**src/rtl/cpu3_pkg.sv**
```systemverilog
// Shared cpu3 types and constants for the fetch/branch stage.
package cpu3_pkg;

    localparam int ADDR_W_DEF     = 32;
    localparam int IMEM_WORDS_DEF = 256;
    localparam int IMEM_BYTES     = IMEM_WORDS_DEF * 4;
    localparam int PC_STEP        = 4;

    typedef enum logic [1:0] {
        RUN    = 2'd0,
        HALTED = 2'd1,
        EXC    = 2'd2
    } pc_state_e;

    // Word offset to byte offset, sign-extended to the default PC width.
    function automatic logic [ADDR_W_DEF-1:0] sext_shift2(input logic [15:0] imm16);
        return {{(ADDR_W_DEF-18){imm16[15]}}, imm16, 2'b00};
    endfunction

endpackage

```
**src/rtl/pc_branch_ctrl_cmp.sv**
```systemverilog
// BEQ/BNE resolution; kept standalone so the EX forwarding path can reuse it.
module branch_cmp #(
    parameter int DATA_W = 32
) (
    input  logic              br_eq,
    input  logic              br_ne,
    input  logic [DATA_W-1:0] rs_data,
    input  logic [DATA_W-1:0] rt_data,
    output logic              taken,
    output logic              illegal
);

    logic equal;

    assign equal   = (rs_data == rt_data);
    assign taken   = (br_eq && equal) || (br_ne && !equal);
    assign illegal = br_eq && br_ne;

endmodule

```
**src/rtl/pc_branch_ctrl.sv**
```systemverilog
// Program counter and branch resolution feeding cpu3 fetch; owns sticky halt/exception.
//   state  | meaning
//   RUN    | pc advances or redirects each unstalled cycle
//   HALTED | HALT retired; pc frozen until reset
//   EXC    | illegal branch or out-of-range pc; pc frozen, exc_pc holds faulting pc
module pc_branch_ctrl
    import cpu3_pkg::*;
#(
    parameter int                ADDR_W     = 32,
    parameter int                DATA_W     = 32,
    parameter logic [ADDR_W-1:0] RESET_PC   = '0,
    parameter int                IMEM_WORDS = 256
) (
    input  logic              clk,
    input  logic              rst_,
    input  logic              stall,
    input  logic              instr_valid,
    input  logic              br_eq,
    input  logic              br_ne,
    input  logic              halt_req,
    input  logic [DATA_W-1:0] rs_data,
    input  logic [DATA_W-1:0] rt_data,
    input  logic [15:0]       imm16,
    output logic [ADDR_W-1:0] pc,
    output logic [ADDR_W-1:0] pc_plus4,
    output logic              branch_taken,
    output logic              flush,
    output logic              halt,
    output logic              exception,
    output logic [ADDR_W-1:0] exc_pc
);

    localparam logic [ADDR_W-1:0] IMEM_LIMIT = ADDR_W'(IMEM_WORDS * PC_STEP);

    pc_state_e         state, state_nxt;
    logic [ADDR_W-1:0] pc_nxt, exc_pc_nxt, target;
    logic              pulse, pulse_nxt;
    logic              taken, illegal, active;

    branch_cmp #(.DATA_W(DATA_W)) u_cmp (
        .br_eq   (br_eq),
        .br_ne   (br_ne),
        .rs_data (rs_data),
        .rt_data (rt_data),
        .taken   (taken),
        .illegal (illegal)
    );

    assign pc_plus4 = pc + ADDR_W'(PC_STEP);
    assign target   = pc_plus4 + ADDR_W'(sext_shift2(imm16));
    assign active   = (state == RUN) && !stall;

    always_comb begin
        state_nxt  = state;
        pc_nxt     = pc;
        exc_pc_nxt = exc_pc;
        pulse_nxt  = 1'b0;
        if (active) begin
            if (instr_valid && illegal) begin
                state_nxt  = EXC;
                exc_pc_nxt = pc;
            end else if (instr_valid && halt_req) begin
                state_nxt = HALTED;
            end else if (instr_valid && taken) begin
                // Out-of-range target traps without redirecting, so no flush either.
                if (target >= IMEM_LIMIT) begin
                    state_nxt  = EXC;
                    exc_pc_nxt = pc;
                end else begin
                    pc_nxt    = target;
                    pulse_nxt = 1'b1;
                end
            end else if (pc_plus4 >= IMEM_LIMIT) begin
                state_nxt  = EXC;
                exc_pc_nxt = pc;
            end else begin
                pc_nxt = pc_plus4;
            end
        end
    end

    always_ff @(posedge clk or negedge rst_) begin
        if (!rst_) begin
            state  <= RUN;
            pc     <= RESET_PC;
            exc_pc <= '0;
            pulse  <= 1'b0;
        end else begin
            state  <= state_nxt;
            pc     <= pc_nxt;
            exc_pc <= exc_pc_nxt;
            pulse  <= pulse_nxt;
        end
    end

    assign branch_taken = pulse;
    assign flush        = pulse;
    assign halt         = (state == HALTED);
    assign exception    = (state == EXC);

endmodule

```
**config.mk**
```make
export PLATFORM = sky130hd
export DESIGN_NAME = pc_branch_ctrl
export DESIGN_NICKNAME = d
export VERILOG_FILES = /design/src/rtl/cpu3_pkg.sv /design/src/rtl/pc_branch_ctrl_cmp.sv /design/src/rtl/pc_branch_ctrl.sv
export SDC_FILE = /design/constraint.sdc
export NUM_CORES = 1
export LEC_CHECK = 0
export CORE_MARGIN = 5
export CORE_UTILIZATION = 47
export CTS_CLUSTER_SIZE = 10
export DETAILED_ROUTE_END_ITERATION = 10
export GPL_TIMING_DRIVEN = 1
export MAX_ROUTING_LAYER = met4
export PLACE_DENSITY_LB_ADDON = 0.1
export SYNTH_ARGS = -nofsm -noshare
export SYNTH_HDL_FRONTEND = slang
export SYNTH_SLANG_ARGS = --single-unit
```
**constraint.sdc**
```tcl
create_clock -name clk -period 6.4 [get_ports clk]
set_input_delay 1.28 -clock clk [delete_from_list [all_inputs] [get_ports clk]]
set_output_delay 1.28 -clock clk [all_outputs]
set_load 0.1 [all_outputs]
```
[Word-level counts from Yosys, hierarchy flattened]
Cells that the tools add are included.
Word-level totals
  register bits: 67
  input port bits: 87
  output and inout port bits: 100
  word-level logic and storage cells: 52
Cells by class
  add/subtract/negate cells: 2
  order comparisons: 2
  eq/ne operators: 8
  multiplexer cells: 18
  bitwise operators: 2
  reductions and logical operators: 16
Operators by type and width (count)
  $mux 32: 8
  $ge 32x11->1 const B: 2
  $add 32x3->32 const B: 1
  $add 32x32->32: 1
  $eq 32x32->1: 1
  $mux 2: 5
  $logic_and 1x1->1: 7
  $ne 2x2->1 const B: 3
  $mux 1: 5
  $reduce_and 5->1: 1
  $ne 4x3->1 const B: 1
  $reduce_and 4->1: 1
  $reduce_bool 4->1: 1
  $ne 3x2->1 const B: 1
  $reduce_and 3->1: 1
  $reduce_bool 3->1: 1
  $eq 2x1->1 const B: 1
  $eq 2x2->1 const B: 1
  $logic_not 1->1: 2
  $logic_not 2->1: 1
  $not 1->1: 2
  $logic_or 1x1->1: 1

[Longest topological paths before layout]
Gate-level depths: netlist of run 1.
  word-level depth: 9
  depth in mapped cells: 20
  depth with buffers taken out: 19

[By module]
A second synthesis of run 1 with hierarchy kept.
Second synthesis, totals
  cells, all modules: 648
  area total of the unflattened synthesis: 5690.5 µm²
Modules (own cells, without submodules)
  pc_branch_ctrl: instances 1, cells each 603, area each 5326.4 µm², seq. area each 1576.5 µm²
  branch_cmp: instances 1, cells each 45, area each 364.1 µm², seq. area each 0.0 µm²

[Worst setup path after synthesis of run 1]
OpenSTA, ideal clock, no wires.
  kind: register to register
  start point: register pc[2]
  end point: register exc_pc[4]
  library setup time: 0.127 ns
  data arrival time: 7.349 ns
  required time: 6.273 ns
  path slack: -1.076 ns
  stages on the path, launching flop included: 21
  path buffers: 2
  clock period less this slack: 7.476 ns
  cell sequence: dfrtp_1 > ha_1 > inv_1 > nor3_2 > and3_1 > nand2_1 > xnor2_1 > ha_1 > buf_2 > a21oi_1 > o21ai_0 > a21oi_1 > nand4_1 > a211oi_1 > mux2_2 > or4_1 > nor4_4 > a41oi_4 > a21boi_4 > buf_12 > mux2_4
Between the ends
  cells in the longest elaborated chain, start to end: 5
  elaborated cells between the ends (all ways): 7
RTL lines
  from (decl): RTL line pc_branch_ctrl.sv:24  | output logic [ADDR_W-1:0] pc,
  from (signal assigned): RTL line pc_branch_ctrl.sv:90  | pc <= pc_nxt;
  $add 32x3->32 *: RTL line pc_branch_ctrl.sv:49  | assign pc_plus4 = pc + ADDR_W'(PC_STEP);
  via pc_plus4[20]: RTL line pc_branch_ctrl.sv:25  | output logic [ADDR_W-1:0] pc_plus4,
  $add 32x32->32: RTL line pc_branch_ctrl.sv:50  | assign target = pc_plus4 + ADDR_W'(sext_shift2(imm16));
  $ge 32x11->1: RTL line pc_branch_ctrl.sv:66  | if (target >= IMEM_LIMIT) begin
  $ne 3x2->1 (no source line)
  $reduce_and 4->1 (no source line) *
  to (signal assigned): RTL line pc_branch_ctrl.sv:91  | exc_pc <= exc_pc_nxt;
  to (decl): RTL line pc_branch_ctrl.sv:30  | output logic [ADDR_W-1:0] exc_pc
Mark *: on every way through the listed nets, which the timed path passes. The rest lies on a longest branch.
A chain may end at the register's enable or synchronous reset.

[Final worst setup path of run 1]
  start point: register pc[16]
  end point: register exc_pc[31]
Between the ends
  cells in the longest elaborated chain, start to end: 5
  elaborated cells between the ends (all ways): 7
RTL lines (RTL line)
  $add 32x3->32 *: pc_branch_ctrl.sv:49
  $add 32x32->32: pc_branch_ctrl.sv:50
  $ge 32x11->1: pc_branch_ctrl.sv:66
  $ne 3x2->1 (no source line)
  $reduce_and 4->1 (no source line) *
Every way passes the cells marked *; elsewhere a longest branch is shown, timed or not.

==> results.md, run 1 <==
* First-pass GRT wire length at 28.0 mm
* Post-synthesis register bit count at 63
* Synth top area share at 0.280
* Final setup vio count at 0
* CP endpoint kind: flip-flop
* Initial DRC Count at 289
* Hold slack final at 0.505 ns
* Clock tree sinks at 63
* Vias/cell at 5.71
* Root Driver: clkbuf_16
* # rows at 40
* Area leader, netlist: dfrtp_1
* Clock skew at 0.00554 ns
* CP Data Required Time at 6.61 ns
* I/O pins at 187
* Final hold violations at 0
* Primary FF master, synth: dfrtp_1
* Pwr dens at 148 nW/um2
* Multiplexer share of the synthesized area at 0.0990
* Starting density of the core at 0.474
* CTS buffer count at 9
* Overflow after GRT at 0
* Resized Gates After CTS at 0
* RSZ-0062 raised after global routing: false
* Detailed Place HPWL at 13.9 mm
* Max Cap Viol at 0
* Hold-fix buffers, CTS at 0
* Crit-path cells: and4_1, and2_1, nand3_1, nor2_1, nand3_1, xnor2_4, ha_1, nor2b_1, a311oi_1, o311ai_1, a2111oi_1, and3_1, nand3_1, or4_4, nor4_4, a41oi_4, a21boi_4, buf_12, mux2_2
* Clock Latency Late Sink at 0.33 ns
* Total Wirelength at 17.6 mm
* Number of post-CTS setup repair buffers at 0
* WL/cell at 18.8 um
* Critical path peak fanout at 31
* Initial antenna violation count at 0
* Height of the die at 119 um
* CORE AREA at 11900 um2
* Clk buf depth at 2
* Hold Crit Class: reg2reg
* Total power at 1.19 mW
* Sequential standard cell area at 1590 um2
* Clock slew at reported path FFs at 0.05 ns
* Antenna cells at 0
* Area of the multi-input gates at 4050 um2
* FILL cells at 900
* F_max at 170 MHz
* Layout area overhead at 43.5%
* Arr. time, crit path at 6.08 ns
* Fraction of layout cells with a size suffix above 1 at 0.147
* H-tree levels at 3
* Number of synthesized flops with an enable pin at 0
* Crit-path most repeated cell: nand3_1
* Tot GR Track Use at 0.249
* Tightest Pin Transition at 1.03 ns
* Synth Instances at 619
* Worst setup path end: exc_pc[31]
* Remaining DRCs at 0
* Synth Area in Simple Gates at 0.204
* Syn Std Cell Area at 5620 um2
* Post-synthesis compound-gate area fraction at 0.148
* CP Launch Point: pc[16]
* Die X at 119 um
* Slew Limit Fails at 0
* Mean post-synth cell area at 9.08 um2
* FF-to-FF End: exc_pc[31]
* Synth warnings at 0
* Max-Slew Margin vs Limit at 0.312
* Xor and xnor area share after synthesis at 0.140
* Leak pwr at 3.49 nW
* Die area at 14300 um2
* Post-synthesis sequential area ratio at 0.280
* R2r setup slk at 0.53 ns
* Setup TNS at 0 ns
* Via count at 5356
* Fin nets at 907
* Synth area leaders: dfrtp_1 28%, xnor2_1 11%, mux2_4 7.7%
* Vias in the first global route at 5390
* Crit path largest cell delay at 0.59 ns
* Port Buffers at 180
* Reg2reg start: pc[16]
* Critical path's slowest cell: dfrtp_1
* Fin crit share at 0.916
* Adder-Cell Fraction of Synth Area at 0.0770
* GP Congestion at 0.964
* Status: complete, no violations
* Distinct cells, synth at 66
* Synth async-reset ratio at 1.00
* Largest family of logic cells by synthesized area: simple AND/OR/NAND/NOR gates
* Setup CP Type: reg2reg
* Largest net degree at the start of global routing at 64
* DRT antenna net count at 0
* CTS tree: done
* Maximum VDD drop at 0.172 mV
* Startpoint Class: flip-flop
* Tmin final at 5.87 ns
* R2R depth at 19
* Initial DRT Pass Iterations at 4
-- cells in the final DEF (no fill, tap or decap), types with 9 or more instances in the layout --
master             n
clkdlybuf4s50_1  179
xnor2_1           57
dfrtp_1           52
nand2_1           51
a21oi_1           42
nor2_1            34
ha_1              33
nor2b_1           30
mux2_4            29
nand3_1           26
nand4_1           24
o21ai_0           21
inv_1             13
dfrtp_2           11
xnor2_2            9
xor2_1             9
nor3_1             9
mux2_2             9
clkbuf_16          9
-- sequential cells by signal, summed over array words and instances, names as in the netlist --
name / count
exc_pc: 30
branch_taken: 1
pc: 30
state: 2
-- cells by family (layout without fill, tap and decap cells) --
family / after synthesis / after routing
AOI/OAI and AO/OA: 125 / 125
xor gates and xnor gates: 90 / 90
adders and majority gates: 34 / 34
buffers and inverters: 50 / 217
DFF: 63 / 63
muxes: 40 / 40
other: 1 / 6
and+or+nand+nor: 216 / 216
-- layout make-up --
type                       instances  area share
multi-input combinational        511       0.502
tap                              147      0.0228
inverter                          13     0.00605
timing repair buffer             188       0.232
clock inverter                     5      0.0101
clock buffer                      11      0.0301
sequential                        63       0.197
-- worst max-delay path: cells and delay by family (launching register included) --
family	cells	cell delay, ns
buffers and inverters	1	0.26
AO/OA/AOI/OAI	5	1.27
AND/OR/NAND/NOR	10	2.61
flip-flops	1	0.59
adder cells (fa/ha/maj)	1	0.41
XOR/XNOR	1	0.19
multiplexers	1	0.37
-- worst min-delay path by stage --
stage / start / endpoint / slack, ns / depth (start not counted)
final: exc_pc[24] / exc_pc[24] / 0.50 / 1
after global routing: exc_pc[24] / exc_pc[24] / 0.51 / 1
after CTS: state[0] / state[0] / 0.51 / 1
after detailed placement: exc_pc[24] / exc_pc[24] / 0.49 / 1
after global placement: state[0] / state[0] / 0.48 / 1
after floorplan: state[0] / state[0] / 0.46 / 1
-- per-stage QoR --
| stage | instances | utilization | cell area (um2) | setup slack, ns |
|---|---|---|---|---|
| 2_1_floorplan | 624 | - | 5930 | 0.0124 |
| 3_3_place_gp | 922 | 0.653 | 7750 | 0.466 |
| 3_5_place_dp | 922 | 0.653 | 7750 | 0.454 |
| 4_1_cts | 938 | 0.680 | 8070 | 0.551 |
| 5_1_grt | 938 | 0.680 | 8070 | 0.141 |
| 6_report | 938 | 0.680 | 8070 | 0.535 |
-- cell usage after synthesis (all sizes together), types with 12 or more instances --
cell type / count
a21oi: 44
buf: 25
clkbuf: 12
dfrtp: 63
ha: 33
inv: 13
mux2: 38
nand2: 53
nand3: 26
nand4: 24
nor2: 35
nor2b: 30
nor3: 12
o21ai: 26
xnor2: 72
xor2: 18
-- power breakdown --
part,leakage [nW],internal (mW),switching (mW)
clock,0.156,0.351,0.176
sequential,0.846,0.405,0.00623
combinational,2.49,0.109,0.146
-- layer usage --
metal | vias up | global-route usage | part of all wire
li1 | 2554 | - | -
met1 | 2603 | 0.315 | 0.44
met2 | 174 | 0.410 | 0.49
met3 | 25 | 0.0480 | 0.052
met4 | 0 | 0.0666 | 0.017
met5 | - | - | 0
Note: power is estimated with default switching activity, not from simulation.
==> run 2, diff against run 1 <==
SKIP_CTS_REPAIR_TIMING = 1   (was default)
==> results of run 2 <==
The final DEF is identical to that of run 1; final timing and power are the same.
